`src/rtl/mem_port_arbiter.sv`:
```
// mem_port_arbiter: round-robin arbiter sharing one memory port among four requesters,
// driving a one-hot mux select and a valid/ready access with timeout.
module mem_port_arbiter #(
  parameter int CNT_W   = 8,
  parameter int TIMEOUT = 15
) (
  input  logic       clk,
  input  logic       rst_n,
  input  logic [3:0] req,
  input  logic       mem_ready,
  output logic [3:0] gnt,
  output logic       mem_valid,
  output logic [3:0] done,
  output logic [3:0] err,
  output logic       busy
);
  typedef enum logic [1:0] {IDLE, GRANT, ACCESS, FINISH} state_t;
  state_t state_q, state_d;
  logic [3:0] gnt_q, gnt_d, done_q, done_d, err_q, err_d, win;
  logic mem_valid_q, mem_valid_d, busy_q, busy_d;
  logic [CNT_W-1:0] cnt_q, cnt_d;
  logic [1:0] last_q, last_d, gnt_idx;
  // Scan from last+1 around to last; the lowest offset found wins.
  function automatic logic [3:0] rr_pick(input logic [3:0] r, input logic [1:0] last);
    logic [3:0] w;
    logic [1:0] k;
    w = '0;
    for (int i = 3; i >= 0; i--) begin
      k = last + 2'(i + 1);
      if (r[k]) w = 4'b0001 << k;
    end
    return w;
  endfunction
  assign gnt_idx = {gnt_q[3] | gnt_q[2], gnt_q[3] | gnt_q[1]};
  assign win = rr_pick(req & ~gnt_q, gnt_idx);
  always_comb begin
    state_d = state_q;
    gnt_d   = gnt_q;
    cnt_d   = cnt_q;
    last_d  = last_q;
    done_d  = '0;
    err_d   = '0;
    case (state_q)
      IDLE: if (|req) begin
        state_d = GRANT;
        gnt_d   = rr_pick(req, last_q);
      end
      GRANT: begin
        state_d = ACCESS;
        cnt_d   = '0;
      end
      ACCESS: if (mem_ready) begin
        state_d = FINISH;
        done_d  = gnt_q;
      end else if (cnt_q == CNT_W'(TIMEOUT - 1)) begin
        state_d = FINISH;
        err_d   = gnt_q;
      end else begin
        cnt_d = cnt_q + 1'b1;
      end
      default: begin
        last_d  = gnt_idx;
        gnt_d   = win;
        state_d = |win ? GRANT : IDLE;
      end
    endcase
    mem_valid_d = state_d == ACCESS;
    busy_d      = state_d != IDLE;
  end
  always_ff @(posedge clk or negedge rst_n) begin
    if (!rst_n) begin
      state_q     <= IDLE;
      gnt_q       <= '0;
      cnt_q       <= '0;
      last_q      <= 2'd3;
      done_q      <= '0;
      err_q       <= '0;
      mem_valid_q <= 1'b0;
      busy_q      <= 1'b0;
    end else begin
      state_q     <= state_d;
      gnt_q       <= gnt_d;
      cnt_q       <= cnt_d;
      last_q      <= last_d;
      done_q      <= done_d;
      err_q       <= err_d;
      mem_valid_q <= mem_valid_d;
      busy_q      <= busy_d;
    end
  end
  assign gnt       = gnt_q;
  assign mem_valid = mem_valid_q;
  assign done      = done_q;
  assign err       = err_q;
  assign busy      = busy_q;
endmodule

```
`config.mk`:
```
export PLATFORM = sky130hd
export DESIGN_NAME = mem_port_arbiter
export DESIGN_NICKNAME = d
export VERILOG_FILES = /design/src/rtl/mem_port_arbiter.sv
export SDC_FILE = /design/constraint.sdc
export NUM_CORES = 1
export LEC_CHECK = 0
export BUFFER_PORTS_ARGS = -buffer_cell sky130_fd_sc_hd__buf_2
export CORE_MARGIN = 2
export CORE_UTILIZATION = 30
export DETAILED_ROUTE_END_ITERATION = 7
export GPL_ROUTABILITY_DRIVEN = 0
export PLACE_DENSITY = 0.44
export SLEW_MARGIN = 30
export SYNTH_ARGS = -nofsm -noshare
export SYNTH_HDL_FRONTEND = slang
export SYNTH_SLANG_ARGS = --single-unit
```
`constraint.sdc`:
```
create_clock -name clk -period 3.05 [get_ports clk]
set_input_delay 0.61 -clock clk [delete_from_list [all_inputs] [get_ports clk]]
set_output_delay 0.61 -clock clk [all_outputs]
set_load 0.02 [all_outputs]
```
[Yosys cells after proc, flatten, opt, wreduce, memory -nomap -nowiden]
Index checks and enable logic that the tools add are counted.
W data, S select, Z words.
Cells by class
  reduce and logical (&&, ||, !) cells: 9
  bitwise gates (word level): 5
  div/mod/pow operators: 0
  magnitude comparators: 8
  add/sub/neg operators: 7
  equality and inequality tests: 7
  multipliers: 0
  shifts and indexed selects: 8
  multiplexer cells: 39
Operator list (count)
  $mux W4: 14
  $shl A1 B2 Y4 const A: 8
  $lt A2 B3 Y1 const B: 8
  $bmux W1 S2: 8
  $mux W8: 2
  $pmux W8 S2: 1
  $mux W1: 9
  $add A2 B2 Y2 const B: 4
  $add A8 B1 Y8 const B: 1
  $eq A8 B4 Y1 const B: 1
  $pmux W4 S2: 1
  $reduce_or A4 Y1: 2
  $mux W2: 3
  $ne A2 B2 Y1 const B: 3
  $pmux W2 S3: 1
  $add A2 B1 Y2 const B: 2
  $and A4 B4 Y4: 1
  $eq A2 B2 Y1 const B: 2
  $not A4 Y4: 1
  $reduce_bool A2 Y1: 2
  $reduce_and A3 Y1: 1
  $reduce_or A3 Y1: 1
  $eq A2 B1 Y1 const B: 1
  $logic_not A2 Y1: 1
  4 further kinds: 5
Storage, ports and cells
  output and inout bits: 14
  register bits: 26
  bits of input ports: 7
  logic and storage cells: 91
  latch bits: 0
  bits in read-only memories: 0
  memories kept: 0
  bits in writable memories: 0

[Depth between registers and ports, before layout]
  depth after elaboration: 12
  mapped depth: 10
  mapped depth without buffers: 9

[Least setup slack after synthesis]
No wires, ideal clock.
  path type: flip-flop to flip-flop
  start point: reg gnt_q[1] (netlist: gnt[1])
  end point: reg busy_q (netlist: busy)
  setup slack: 0.169 ns
  setup time: 0.124 ns
  period minus slack after synthesis: 2.881 ns
  path buffers: 1
  data arrival time: 2.757 ns
  required time: 2.926 ns
  stages on the path, launching flop included: 10
  path through: dfrtp_1 buf_6 nor2_2 inv_1 ha_1 mux4_2 a221o_1 a22oi_1 a41oi_2 or2_1
On the way
  longest elaborated chain between the ends: 12
  elaborated cells on any way between the ends: 26
  classes of those cells: 3 x add/sub; 4 x shift; 14 x mux; 3 x bitwise; 2 x reduce/logical
Ends and longest elaborated chain
  start, declared: line 19  | logic [3:0] gnt_q, gnt_d, done_q, done_d, err_q, err_d, win;
  start signal, assigned: line 82  | gnt_q <= gnt_d;
  branches (longest 7 deep; another with $add A2 B2 Y2)
  $mux W4 *: line 30  | if (r[k]) w = 4'b0001 << k;
  $reduce_or A4 Y1 *: line 64  | state_d = |win ? GRANT : IDLE;
  $mux W1 *: line 64
  $pmux W2 S3 *: line 43  | case (state_q)
  via state_d[0]: line 18  | state_t state_q, state_d;
  $reduce_bool A2 Y1 *: line 68  | busy_d = state_d != IDLE;
  via busy_d: line 20  | logic mem_valid_q, mem_valid_d, busy_q, busy_d;
  end signal, assigned: line 88  | busy_q <= busy_d;
  end, declared: line 20
Mark *: on every way through the listed nets, which the timed path passes. The select of a mux whose other input is x is not followed.
A chain may end at the register's enable or synchronous reset.

[Worst setup path in the final report]
  start point: reg gnt_q[3] (netlist: gnt[3])
  end point: reg busy_q (netlist: busy)
On the way
  elaborated cells on any way between the ends: 27
  classes of those cells: 3 x add/sub; 4 x shift; 14 x mux; 4 x bitwise; 2 x reduce/logical
RTL lines
  $or A1 B1 Y1 *: line 34  | assign gnt_idx = {gnt_q[3] | gnt_q[2], gnt_q[3] | gnt_q[1]};
  via gnt_idx[1]: line 22  | logic [1:0] last_q, last_d, gnt_idx;
  $add A2 B2 Y2 or $bmux W1 S2 (tied branches): line 29, 30
  $bmux W1 S2 or $mux W1 (tied branches): line 30
  $mux W1 (not written as such) or $mux W4 (tied branches): line 30
  $mux W4 (2 in series): line 30
  $mux W4 *: line 30
  $reduce_or A4 Y1 *: line 64
  $mux W1 *: line 64
  $pmux W2 S3 *: line 43
  via state_d[0]: line 18
  $reduce_bool A2 Y1 *: line 68
  via busy_d: line 20
The timed path passes the listed nets; every way through them passes the cells marked *. The select of a mux whose other input is x is not followed.

==> reports/metrics.cfg <==
[outcome]
status=finished clean

[cells_and_area]
syn2layout_area_growth_pct=15.1
antennaDiodeCount=0
drive_above_1_share=0.221
multi_input_area_um2=1080
layout.nets=224
final-seq-area_um2=653
utilization=0.355
final.fill_count=591

[floorplan]
start_util=0.308
core_area_um2=5850
die_w_um=81.5
ios=21
die_h_um=81.5
dieArea_um2=6650
rows=28

[sta]
clock.fmax_ghz=0.352
tightest_slew_ns=0.576
hold_slack_ns=0.330
setup_violations=0
skew_ns=0.00479
hold_viol_final=0
rsz0062_at_grt=no
layout_setup_ws_ns=0.206
min_period_over_period=0.933
min_period_ns=2.84
fin_tns_setup_ns=0
drv_slew=0
slew_headroom=0.616

[drt]
vias=1412
viasPerCell=5.15
final_antenna_net_count=0
wirelength_mm=4.06
drc=0
drt_iter0_drc=99
drt-wirelength-per-cell_um=14.8
drtPass1Iterations=6

[worst_setup_path]
cp-start-kind=flip-flop
required_ns=3.21
timing.rr.start=gnt[3]
cp-startpoint=gnt[3]
r2r_setup_slack_ns=0.21
crit_type=flip-flop to flip-flop
worstReg2RegEnd=busy
rr_worst_depth=7
cp-end-kind=flip-flop
crit_path_max_fanout=5
critPathArrivalTime_ns=3.01

[yosys]
yosys-top-cells-count=24 x dfrtp_1, 17 x ha_1, 14 x nand2_1
syn_area_um2=1800
synth_cells=172
avgSynthCellArea_um2=10.5
syn_nets=196
synthDistinctLibCells=44
synth-warning-count=0
yosysTopAreaCell=dfrtp_1
ys_seq_area_frac=0.362
synth_edf_count=0
yosys-top-cells-area=dfrtp_1 33%, ha_1 12%, mux4_1 5.8%, dfstp_2 2.9%, nand2_1 2.9%
ys_ff_latch=26
async_flop_share=1.00
yosysMostFrequentCell=dfrtp_1
ys.flop_type=dfrtp_1
synth_top_cell_area_share=0.333

[power]
intPower_w=0.00119
pwr-share-seq=0.242
p_per_area_nw_per_um2=1070
clockPowerShare=0.100
finalPower_w=0.00222
swShare=0.462
comb_power_share=0.658
p_switching_w=0.00103
ir_drop_mv=0.520
leakage_nw=1.02

[place]
numPortBuffers=20
pre_cts_slack_ns=0.222
hpwl_mm=3.20

[clock_tree]
cts_buffer_depth=2
cts_root_buf=clkbuf_8
path_clk_slew_ns=0.09
post_cts.repair.setup_buffers=0
cts-buffers-inserted=3
clk_latency_ns=0.27
hold_buffers=0
htreeDepth=1
cts_resized=0
cts_tree=done
clock_sinks=26

[grt]
grt_max_degree=27
grt_antenna_before_repair=0
grt_pass1_wl_mm=6.84
overflow=0
track_usage=0.132
grt_pass1_vias=1435

[run]
cap_violations=0

[hold_path]
hold_path.class=input port to async pin

[worst max-delay path: stages, from the launching register on]
cell and delay [ns]:
dfrtp_1 0.44, or2_1 0.28, ha_1 0.34, mux4_2 0.60, a221o_1 0.38, a22oi_1 0.27
a41oi_2 0.19, or2_1 0.24
[routing by layer]
layer  vias to the layer above  part of all wire  GRT usage
li1                        676                 -          -
met1                       707              0.47      0.172
met2                        27              0.49      0.232
met3                         2             0.032    0.00879
met4                         0            0.0057     0.0424
met5                         -                 0          0
[stage by stage]
step | cells | instance area, um^2
after floorplan | 172 | 1800
after global placement | 270 | 2020
after detailed placement | 270 | 2020
after CTS | 274 | 2070
after global routing | 274 | 2070
final | 274 | 2070
[flip-flops by register name, summed over array words and instances, names as in the netlist]
signal     count
cnt_q          8
done           4
err            4
gnt            4
last_q         2
state_q        2
busy           1
mem_valid      1
[cell type report]
| class | count | share of cell area |
|---|---|---|
| multi-input cells | 131 | 0.522 |
| repair buffers | 26 | 0.0700 |
| flip-flops and latches | 26 | 0.315 |
| clock buffers | 4 | 0.0265 |
| well taps | 75 | 0.0452 |
| inverters | 12 | 0.0217 |
[worst max-delay path by stage]
stage	end
3_3_place_gp	busy
4_1_cts	busy
3_5_place_dp	busy
2_1_floorplan	busy
5_1_grt	busy
6_report	busy
[logic make-up after synthesis]
family / count (synthesis) / synth area share
xor gates and xnor gates: 6 / 0.0291
DFF: 26 / 0.362
muxes: 14 / 0.124
buffers and inverters: 15 / 0.0375
and+or+nand+nor: 63 / 0.197
AOI/OAI and AO/OA: 31 / 0.133
adders and majority gates: 17 / 0.118
[power groups by stage]
stage	Combinational, W	Clock [W]	Sequential, W
floorplan	0.00105	0	0.000576
finish	0.00146	0.000223	0.000537
global route	0.00160	0.000240	0.000555
detailed placement	0.00146	0	0.000544
CTS	0.00146	0.000229	0.000537
global placement	0.00140	0	0.000540
[cell usage in the layout (no fill, tap or decap), types with 2 or more instances in the layout]
cell type and instances:
a21oi_1 7, a221o_1 4, a22oi_1 4, and2_1 4, and3_1 7, buf_2 20, buf_4 6, clkbuf_8 4
dfrtp_1 24, dfstp_2 2, ha_1 17, inv_1 12, mux2_2 4, mux2i_1 5, mux4_1 4, nand2_1 14
nand2b_1 2, nand3_1 6, nand4_1 3, nor2_1 9, nor2b_1 6, nor4_1 2, o21ai_0 2, o21ai_1 3
o22a_1 3, or2_1 2, xor2_1 6
Note: power is estimated with default switching activity, not from simulation.
